## config.mk

```make
export PLATFORM = sky130hd
export DESIGN_NAME = ex2_stage
export DESIGN_NICKNAME = d
export VERILOG_FILES = /design/src/rtl/ex2_stage.sv
export SDC_FILE = /design/constraint.sdc
export NUM_CORES = 1
export LEC_CHECK = 0
export CAP_MARGIN = 25
export CORE_MARGIN = 4
export CORE_UTILIZATION = 45
export CTS_CLUSTER_DIAMETER = 150
export DETAILED_ROUTE_END_ITERATION = 10
export HOLD_SLACK_MARGIN = 0.06
export PLACE_DENSITY_LB_ADDON = 0.05
export SETUP_SLACK_MARGIN = 0.05
export SLEW_MARGIN = 30
export SYNTH_ARGS = -nofsm -noshare
export SYNTH_HDL_FRONTEND = slang
export SYNTH_SLANG_ARGS = --single-unit
```

## constraint.sdc

```tcl
create_clock -name Clock -period 7.71 [get_ports Clock]
set_clock_uncertainty 0.05 [all_clocks]
set_input_delay 1.542 -clock Clock [delete_from_list [all_inputs] [get_ports Clock]]
set_output_delay 1.542 -clock Clock [all_outputs]
set_load 0.05 [all_outputs]
```

## src/rtl/ex2_stage.sv

```systemverilog
// Second execute stage: registers EX1 results and owns the HI/LO accumulator.
// MADD/MSUB split the 64-bit accumulate over two cycles, raising Busy during the upper half.
module ex2_stage (
  input  logic        Clock,
  input  logic        nReset,
  input  logic        Stall,
  input  logic        Flush,
  input  logic        InValid,
  input  logic [63:0] Out,
  input  logic [3:0]  Flags,
  input  logic        RegWriteIn,
  input  logic        MemWriteIn,
  input  logic        ACCEn,
  input  logic [1:0]  AccOp,
  input  logic        AccSel,
  input  logic [4:0]  RegDestIn,
  input  logic [31:0] StoreDataIn,
  output logic        Busy,
  output logic        OutValid,
  output logic [31:0] Result,
  output logic [3:0]  FlagsOut,
  output logic        RegWriteOut,
  output logic        MemWriteOut,
  output logic [4:0]  RegDestOut,
  output logic [31:0] StoreDataOut,
  output logic [31:0] HI,
  output logic [31:0] LO
);

  typedef enum logic {IDLE, ACC_HI} state_t;

  state_t      state;
  logic        carry;
  logic        acc_sub;
  logic [31:0] hi_word;
  logic        valid;
  logic [32:0] lo_sum;
  logic [32:0] hi_sum;

  // Bit 32 of each sum is the carry for add and the borrow for subtract.
  always_comb begin
    valid  = InValid & ~Flush;
    lo_sum = AccOp[1] ? ({1'b0, LO} - {1'b0, Out[31:0]})
                      : ({1'b0, LO} + {1'b0, Out[31:0]});
    hi_sum = acc_sub  ? ({1'b0, HI} - {1'b0, hi_word} - {32'd0, carry})
                      : ({1'b0, HI} + {1'b0, hi_word} + {32'd0, carry});
  end

  assign Busy = (state == ACC_HI);

  always_ff @(posedge Clock or negedge nReset) begin
    if (!nReset) begin
      state        <= IDLE;
      carry        <= 1'b0;
      acc_sub      <= 1'b0;
      hi_word      <= '0;
      HI           <= '0;
      LO           <= '0;
      OutValid     <= 1'b0;
      Result       <= '0;
      FlagsOut     <= '0;
      RegWriteOut  <= 1'b0;
      MemWriteOut  <= 1'b0;
      RegDestOut   <= '0;
      StoreDataOut <= '0;
    end else if (!Stall) begin
      case (state)
        IDLE: begin
          Result       <= Out[31:0];
          FlagsOut     <= Flags;
          RegDestOut   <= RegDestIn;
          StoreDataOut <= StoreDataIn;
          OutValid     <= valid;
          RegWriteOut  <= valid & RegWriteIn;
          MemWriteOut  <= valid & MemWriteIn;
          if (valid && ACCEn) begin
            RegWriteOut <= 1'b0;
            MemWriteOut <= 1'b0;
            case (AccOp)
              2'b00: {HI, LO} <= Out;
              2'b01, 2'b10: begin
                LO       <= lo_sum[31:0];
                carry    <= lo_sum[32];
                hi_word  <= Out[63:32];
                acc_sub  <= AccOp[1];
                OutValid <= 1'b0;
                state    <= ACC_HI;
              end
              default: begin
                Result      <= AccSel ? HI : LO;
                RegWriteOut <= RegWriteIn;
              end
            endcase
          end
        end
        ACC_HI: begin
          // LO was committed on the first edge; Flush and upstream inputs are ignored here.
          HI          <= hi_sum[31:0];
          Result      <= LO;
          FlagsOut    <= {hi_sum[32], (hi_sum[31:0] == '0) && (LO == '0), 1'b0, hi_sum[31]};
          OutValid    <= 1'b1;
          RegWriteOut <= 1'b0;
          MemWriteOut <= 1'b0;
          state       <= IDLE;
        end
        default: state <= IDLE;
      endcase
    end
  end

endmodule

```

Yosys cells after proc, flatten, opt, wreduce, memory -nomap -nowiden --
Index checks and enable logic that the tools add are counted.
Storage, ports and cells: bits in registers 175, latch bits 0, bits in writable memories 0, bits in read-only memories 0, output and inout bits 141, memories kept 0
Operators by class: add/subtract/negate cells 6, multipliers 0, divide/modulo/power cells 0, $lt $le $gt $ge 0, equal/unequal tests 4, shift-type cells 0, mux-type cells 22, bitwise operators 6, reduce and logical (&&, ||, !) cells 12
Operator list (number):
- $pmux W32 S2 | 3
- $mux W32 | 5
- $add A32 B32 Y33 | 2
- $mux W33 | 2
- $sub A32 B32 Y33 | 2
- $logic_not A32 Y1 | 2
- $add A33 B1 Y33 | 1
- $sub A33 B1 Y33 | 1
- $pmux W1 S2 | 4
- $pmux W4 S2 | 1
- $reduce_and A4 Y1 | 2
- $mux W1 | 7
- $and A1 B1 Y1 | 3
- $not A1 Y1 | 3
- $reduce_and A3 Y1 | 1
- $reduce_or A3 Y1 | 1
- $eq A2 B1 Y1 const B | 1
- $eq A2 B2 Y1 const B | 1
- $logic_and A1 B1 Y1 | 2
- $logic_not A2 Y1 | 1
- $ne A2 B1 Y1 const B | 1
- $ne A2 B2 Y1 const B | 1
- $reduce_and A2 Y1 | 1
- $reduce_bool A2 Y1 | 1
- $reduce_or A2 Y1 | 1

Longest topological paths before layout --
Gate-level depths: netlist of the first run.
word-level depth 6, mapped depth 21

Worst setup path after synthesis of the first run --
Ideal clock, no wire load.
path kind input port to flip-flop, start input Out[1], end register LO[31], library setup time 0.083 ns, data arrival time 4.988 ns, data required time 7.577 ns, path slack 2.589 ns, stages on the path 18, cell sequence nor4_1 -> nand2_1 -> or3_1 -> o41ai_1 -> o21ai_0 -> xnor2_1 -> ha_1 -> nand2_1 -> nor2_1 -> o21ai_0 -> a21boi_0 -> o21ai_0 -> nand2b_1 -> a21o_1 -> a31oi_1 -> xnor2_1 -> mux2i_1 -> o21ai_0
On the way: word-level cells in the longest chain between the ends 3
Ends and longest elaborated chain:
- start, declared | RTL line 9 | input logic [63:0] Out,
- $add A32 B32 Y33 / $sub A32 B32 Y33 (equally long branches) | RTL line 44, 43
- $mux W33 * | RTL line 43 | lo_sum = AccOp[1] ? ({1'b0, LO} - {1'b0, Out[31:0]})
- $pmux W32 S2 * | RTL line 79 | case (AccOp)
- end signal, assigned | RTL line 80 | 2'b00: {HI, LO} <= Out;
- end signal, assigned | RTL line 82 | LO <= lo_sum[31:0];
- end, declared | RTL line 27 | output logic [31:0] LO
Mark *: on every way between the ends. The rest lies on a longest branch, timed or not. A chain may end at the register's enable or synchronous reset.

Worst setup path in the final report of the first run --
start input Out[1], end register carry
On the way: word-level cells in the longest chain between the ends 2
Ends and longest elaborated chain:
- $add A32 B32 Y33 / $sub A32 B32 Y33 (equally long branches) | RTL line 44, 43
- $mux W33 * | RTL line 43
- end signal, assigned | RTL line 83 | carry <= lo_sum[32];
- end, declared | RTL line 33 | logic carry;
Marks and branches as above.

==> results.toml, run 1 <==
[run_status]
outcome = "completed"

[floorplan]
io_pins = 257
die-width_um = 188
start_util_pct = 46.0
coreArea_sq_mm = 0.0318
die_h_um = 188
rows = 65
die_area_sq_mm = 0.0355

[timing]
finalSetupTns_ps = 0
rsz0062_at_grt = "false"
hold_violations = 0
slew_violations = 0
postLayoutSetupSlackWorst_ps = 1830
fmax_ghz = 0.170
worst_pin_slew_ps = 1080
period_needed_ps = 5880
slew_headroom_pct = 26.1
report.final.setup_viol = 0
period_share_pct = 76.2
fin_hold_ws_ps = 434

[power_and_ir_drop]
p_per_area_mw_per_mm2 = 403
power_leakage_nw = 7.83
vdd_ir_drop_max_uv = 244
power_mw = 7.29

[detailed_routing]
wl_met2_mm = 23.7
wl_met3_mm = 3.02
vias_per_cell = 5.78
ant_nets = 0
drt-total-wl_mm = 50.2
top_layer_used = "met5"
dr.pass1.iters = 5
drt-initial-drc-count = 894
drc = 0
wl_per_cell_um = 21.2
vias = 13700
wl_met1_mm = 21.7

[clock_tree]
postCtsHoldBufs = 0
cts_sinks = 175
cts_setup_buffers = 0
cts_made_buffers = 17
clock-root-buffer = "clkbuf_16"
cts_resized = 0
clk_pin_slew_ps = 70
clock_latency_ps = 460
cts_tree = "built"
h-tree-depth = 4
clock_path_buffers = 2

[placement]
placed_area_sq_mm = 0.0175
place_ws_ps = 1410
gp_congestion = 0.918
hpwl_mm = 38.5
numPortBuffers = 256
dp.cells = 2342

[setup_path]
path_class = "in2reg"
startpoint_type = "primary input"
critPathCaptureType = "flip-flop"
cp_max_fo = 6
crit_buf_inv = 1
critPathMaxStageDelay_ps = 550
crit_chain = "clkdlybuf4s50_1 > nor4_1 > nand2_1 > or3_1 > o41a_1 > xnor2_1 > ha_1 > nand2_1 > a2111o_1 > a311oi_1 > o21ai_1 > a32oi_1 > nand3_1 > a21oi_1 > xor2_1 > a21oi_1"
crit_arrival_ps = 6120
crit_required_ps = 7960
slowest_stage = "nor4_1"
cpLargestDelayFamily = "compound AO/OA/AOI/OAI gates"

[global_route]
grt_pass1_wl_mm = 79.1
grt_use_total_pct = 28.1
antenna_found_initial = 2
grt_pass1_vias = 13900
overflow = 0
grt_max_degree = 70

[layout]
layout.cells.non_filler = 2374
diodes = 0
area_delta_synth_final_pct = 23.7
multi_input_area_sq_mm = 0.00943
fillers = 2897
register_area_sq_mm = 0.00438
drive_gt1_share_pct = 8.05
nNetsFinal = 2175
utilization_pct = 56.9
post-route-cell-area_sq_mm = 0.0181

[yosys]
syn-num-nets = 1965
synth-seq-cells = 175
synthArstFlopShare_pct = 100
synth_most_common_cell = "dfrtp_1"
ys_top_cells_by_count = "175 x dfrtp_1, 165 x nand2_1, 143 x o21ai_0, 128 x ha_1, 128 x inv_1"
synth-main-ff-cell = "dfrtp_1"
yosys.area.top_type = "dfrtp_1"
syn-cell-area_sq_mm = 0.0146
seq_area_frac_synth_pct = 29.9
synth_area_leaders = "dfrtp_1 30%, ha_1 11%, mux2_2 5.2%"
avgSynthCellArea_sq_um = 8.53
ys_warn_count = 0
synth.distinct_cells = 91
synth_edf_count = 0
synth_top_area_share_pct = 29.9
synthCells = 1716

[worst_hold_path]
hold_class = "reg2reg"

[job]
maxCapViolCount = 0
==> kinds of logic after synthesis <==
| group | synth area share, % |
|---|---|
| compound gates | 23.1 |
| xor+xnor | 5.51 |
| fa+ha+maj | 11.6 |
| buf+inv | 5.84 |
| flops | 29.9 |
| mux | 8.89 |
| simple gates | 15.2 |
==> final cells by class <==
class / instances / share of cell area [%]
clock buffers: 17 / 2.35
clock inverters: 15 / 0.926
inverters: 132 / 2.78
multi-input cells: 1331 / 52.1
flip-flops and latches: 175 / 24.2
well taps: 435 / 3.01
repair buffers: 269 / 14.7
==> registers in the layout, summed over array words and instances, names as in the netlist <==
name,flops
Busy,1
FlagsOut,4
HI,32
LO,32
MemWriteOut,1
OutValid,1
RegDestOut,5
RegWriteOut,1
Result,32
StoreDataOut,32
acc_sub,1
carry,1
hi_word,32
==> placed cells by master (no fill, tap or decap), types with 51 or more instances in the layout <==
master | netlist | final
clkdlybuf4s50_1 | 0 | 254
dfrtp_1 | 175 | 173
nand2_1 | 165 | 165
o21ai_0 | 143 | 143
inv_1 | 128 | 128
ha_1 | 128 | 128
a21oi_1 | 109 | 108
nor2_1 | 105 | 102
xnor2_1 | 71 | 71
mux2_2 | 67 | 67
mux2i_1 | 51 | 51
==> power breakdown <==
part | switching (mW) | internal (mW)
registers | 0.360 | 1.14
logic | 3.00 | 1.88
clock network | 0.448 | 0.464
==> tightest hold or removal path, cell delays in order, from the launching register on <==
cell,delay (ps)
dfrtp_1,340
nand2_1,50
o21ai_0,60
==> routing by layer <==
layer | vias up | GRT usage, %
met5 | - | 0
met4 | 4 | 10.5
met3 | 81 | 6.26
met2 | 425 | 47.6
met1 | 6590 | 35.1
li1 | 6628 | -
==> final timing paths <==
path | start | to | slack (ps) | depth (start not counted)
worst max-delay path | Out[1] | carry | 1830 | 16
worst min-delay path | Result[30] | Result[30] | 430 | 2
worst max register to register | HI[0] | FlagsOut[2] | 2130 | 17
worst min register to register | Result[30] | Result[30] | 430 | 2
max in group asynchronous | nReset | StoreDataOut[4] | 5340 | 2
min in group asynchronous | nReset | Result[26] | 1020 | 1
(Power assumes the default switching activity.)
==> run 2, diff against run 1 <==
==> constraint.sdc (replaced) <==
create_clock -name Clock -period 6 [get_ports Clock]
set_clock_uncertainty 0.05 [all_clocks]
set_input_delay 1.2 -clock Clock [delete_from_list [all_inputs] [get_ports Clock]]
set_output_delay 1.2 -clock Clock [all_outputs]
set_load 0.05 [all_outputs]
==> run 2 against run 1 <==
  * Design area increased by 0.13%
  * Core utilization increased by 0.075 points
  * Sequential share of layout area about the same
  * Highest routed layer unchanged
  * Sequential cell count unchanged
  * Power increased by 28%
  * Combinational power increased by 29%
  * Non-clock buffer count increased by 6
  * Largest power group unchanged
  * Critical path depth unchanged
==> results.toml, run 2 (synthesis results as in run 1) <==
[layout]
register_area_sq_mm = 0.00438
fillers = 2942
utilization_pct = 57.0
nNetsFinal = 2181
final_common_cell = "clkdlybuf4s50_1"
area_delta_synth_final_pct = 23.9
multi_input_area_sq_mm = 0.00943
post-route-cell-area_sq_mm = 0.0181
layout_common_cells = "254 x clkdlybuf4s50_1, 173 x dfrtp_1, 164 x nand2_1, 143 x o21ai_0, 128 x ha_1"
drive_gt1_share_pct = 8.33

[clock_tree]
clock-root-buffer = "clkbuf_16"
cts_tree = "built"
clk_pin_slew_ps = 70
h-tree-depth = 4
clock_path_buffers = 2
cts_resized = 0
cts_made_buffers = 17
postCtsHoldBufs = 0
clock_latency_ps = 460
cts_setup_buffers = 0
cts_sinks = 175

[global_route]
grt_use_total_pct = 28.0
grt_pass1_wl_mm = 78.8
overflow = 0
grt_pass1_vias = 13900
grt_max_degree = 82
antenna_found_initial = 3

[timing]
period_share_pct = 92.2
slew_headroom_pct = 37.2
finalSetupTns_ps = 0
fmax_ghz = 0.181
fin_hold_ws_ps = 435
report.final.setup_viol = 0
worst_pin_slew_ps = 937
rsz0062_at_grt = "false"
hold_violations = 0
slew_violations = 0
period_needed_ps = 5530

[floorplan]
die-width_um = 188
start_util_pct = 46.0
die_area_sq_mm = 0.0355
die_h_um = 188
coreArea_sq_mm = 0.0318
rows = 65
io_pins = 257

[placement]
placed_area_sq_mm = 0.0176
hpwl_mm = 38.4
gp_congestion = 0.930
numPortBuffers = 256

[detailed_routing]
vias = 13900
wl_per_cell_um = 21.1
drt-total-wl_mm = 50.3
ant_nets = 0
vias_per_cell = 5.83
dr.pass1.iters = 5
drt-initial-drc-count = 954
drc = 0

[setup_path]
critPathCaptureType = "flip-flop"
startpoint = "Out[1]"
r2r_start = "HI[0]"
startpoint_type = "primary input"
path_class = "in2reg"
crit_arrival_ps = 5790
crit_required_ps = 6260
cp_max_fo = 6

[power_and_ir_drop]
p_per_area_mw_per_mm2 = 516
power_leakage_nw = 7.85
vdd_ir_drop_max_uv = 247

[run_status]
outcome = "completed"

[job]
maxCapViolCount = 0

[worst_hold_path]
hold_class = "reg2reg"
min_from = "Result[29]"
==> run 2: cell type report <==
class	instances	area share, %
Clock buffer	18	2.42
Timing Repair Buffer	275	14.9
Tap cell	435	3.00
Sequential cell	175	24.2
Inverter	132	2.77
Antenna cell	1	0.0138
Multi-Input combinational cell	1331	52.0
Clock inverter	13	0.697
==> run 2: path summary, 6_finish.rpt <==
path / to / slack (ps) / depth (start not counted)
setup / recovery: carry / 470 / 16
hold reg to reg: Result[29] / 430 / 2
max in group asynchronous: StoreDataOut[29] / 4050 / 2
setup reg to reg: FlagsOut[2] / 750 / 17
hold / removal: Result[29] / 430 / 2
min in group asynchronous: LO[23] / 720 / 1
==> run 2: per-layer routing <==
metal | wire length, um | share of wire [%] | vias up | global-route usage [%]
met5 | 47 | 0.093 | - | 0
met4 | 2210 | 4.4 | 6 | 11.1
met3 | 3430 | 6.8 | 98 | 7.13
met2 | 23000 | 46 | 493 | 46.3
met1 | 21600 | 43 | 6649 | 35.3
li1 | - | - | 6628 | -
==> run 2: metrics by stage <==
step                instances  power, mW  setup WS, ps
finish                   2380       9.36           469
global route             2379       10.1           156
CTS                      2379       9.34           587
detailed placement       2348       8.15           147
global placement         2348       8.11           291
floorplan                1716       6.34          1220
==> run 2: where the power goes <==
group / total (mW) / leakage, nW / switching [mW] / internal [mW]
Combinational: 6.28 / 5.44 / 3.86 / 2.42
Sequential: 1.93 / 2.13 / 0.470 / 1.46
Clock: 1.15 / 0.284 / 0.554 / 0.592
Total: 9.36 / 7.85 / 4.88 / 4.48
==> run 2: worst max-delay path, stage by stage <==
cell and delay, ps:
clkdlybuf4s50_1 520, nor4_1 580, nand2_1 260, or3_1 490, o41a_1 350, xnor2_1 130, ha_1 320, nand2_1 70
a2111o_1 400, a311oi_1 420, o21ai_1 170, a32oi_1 290, nand3_1 150, a21oi_1 180, xor2_1 170, a21oi_1 90
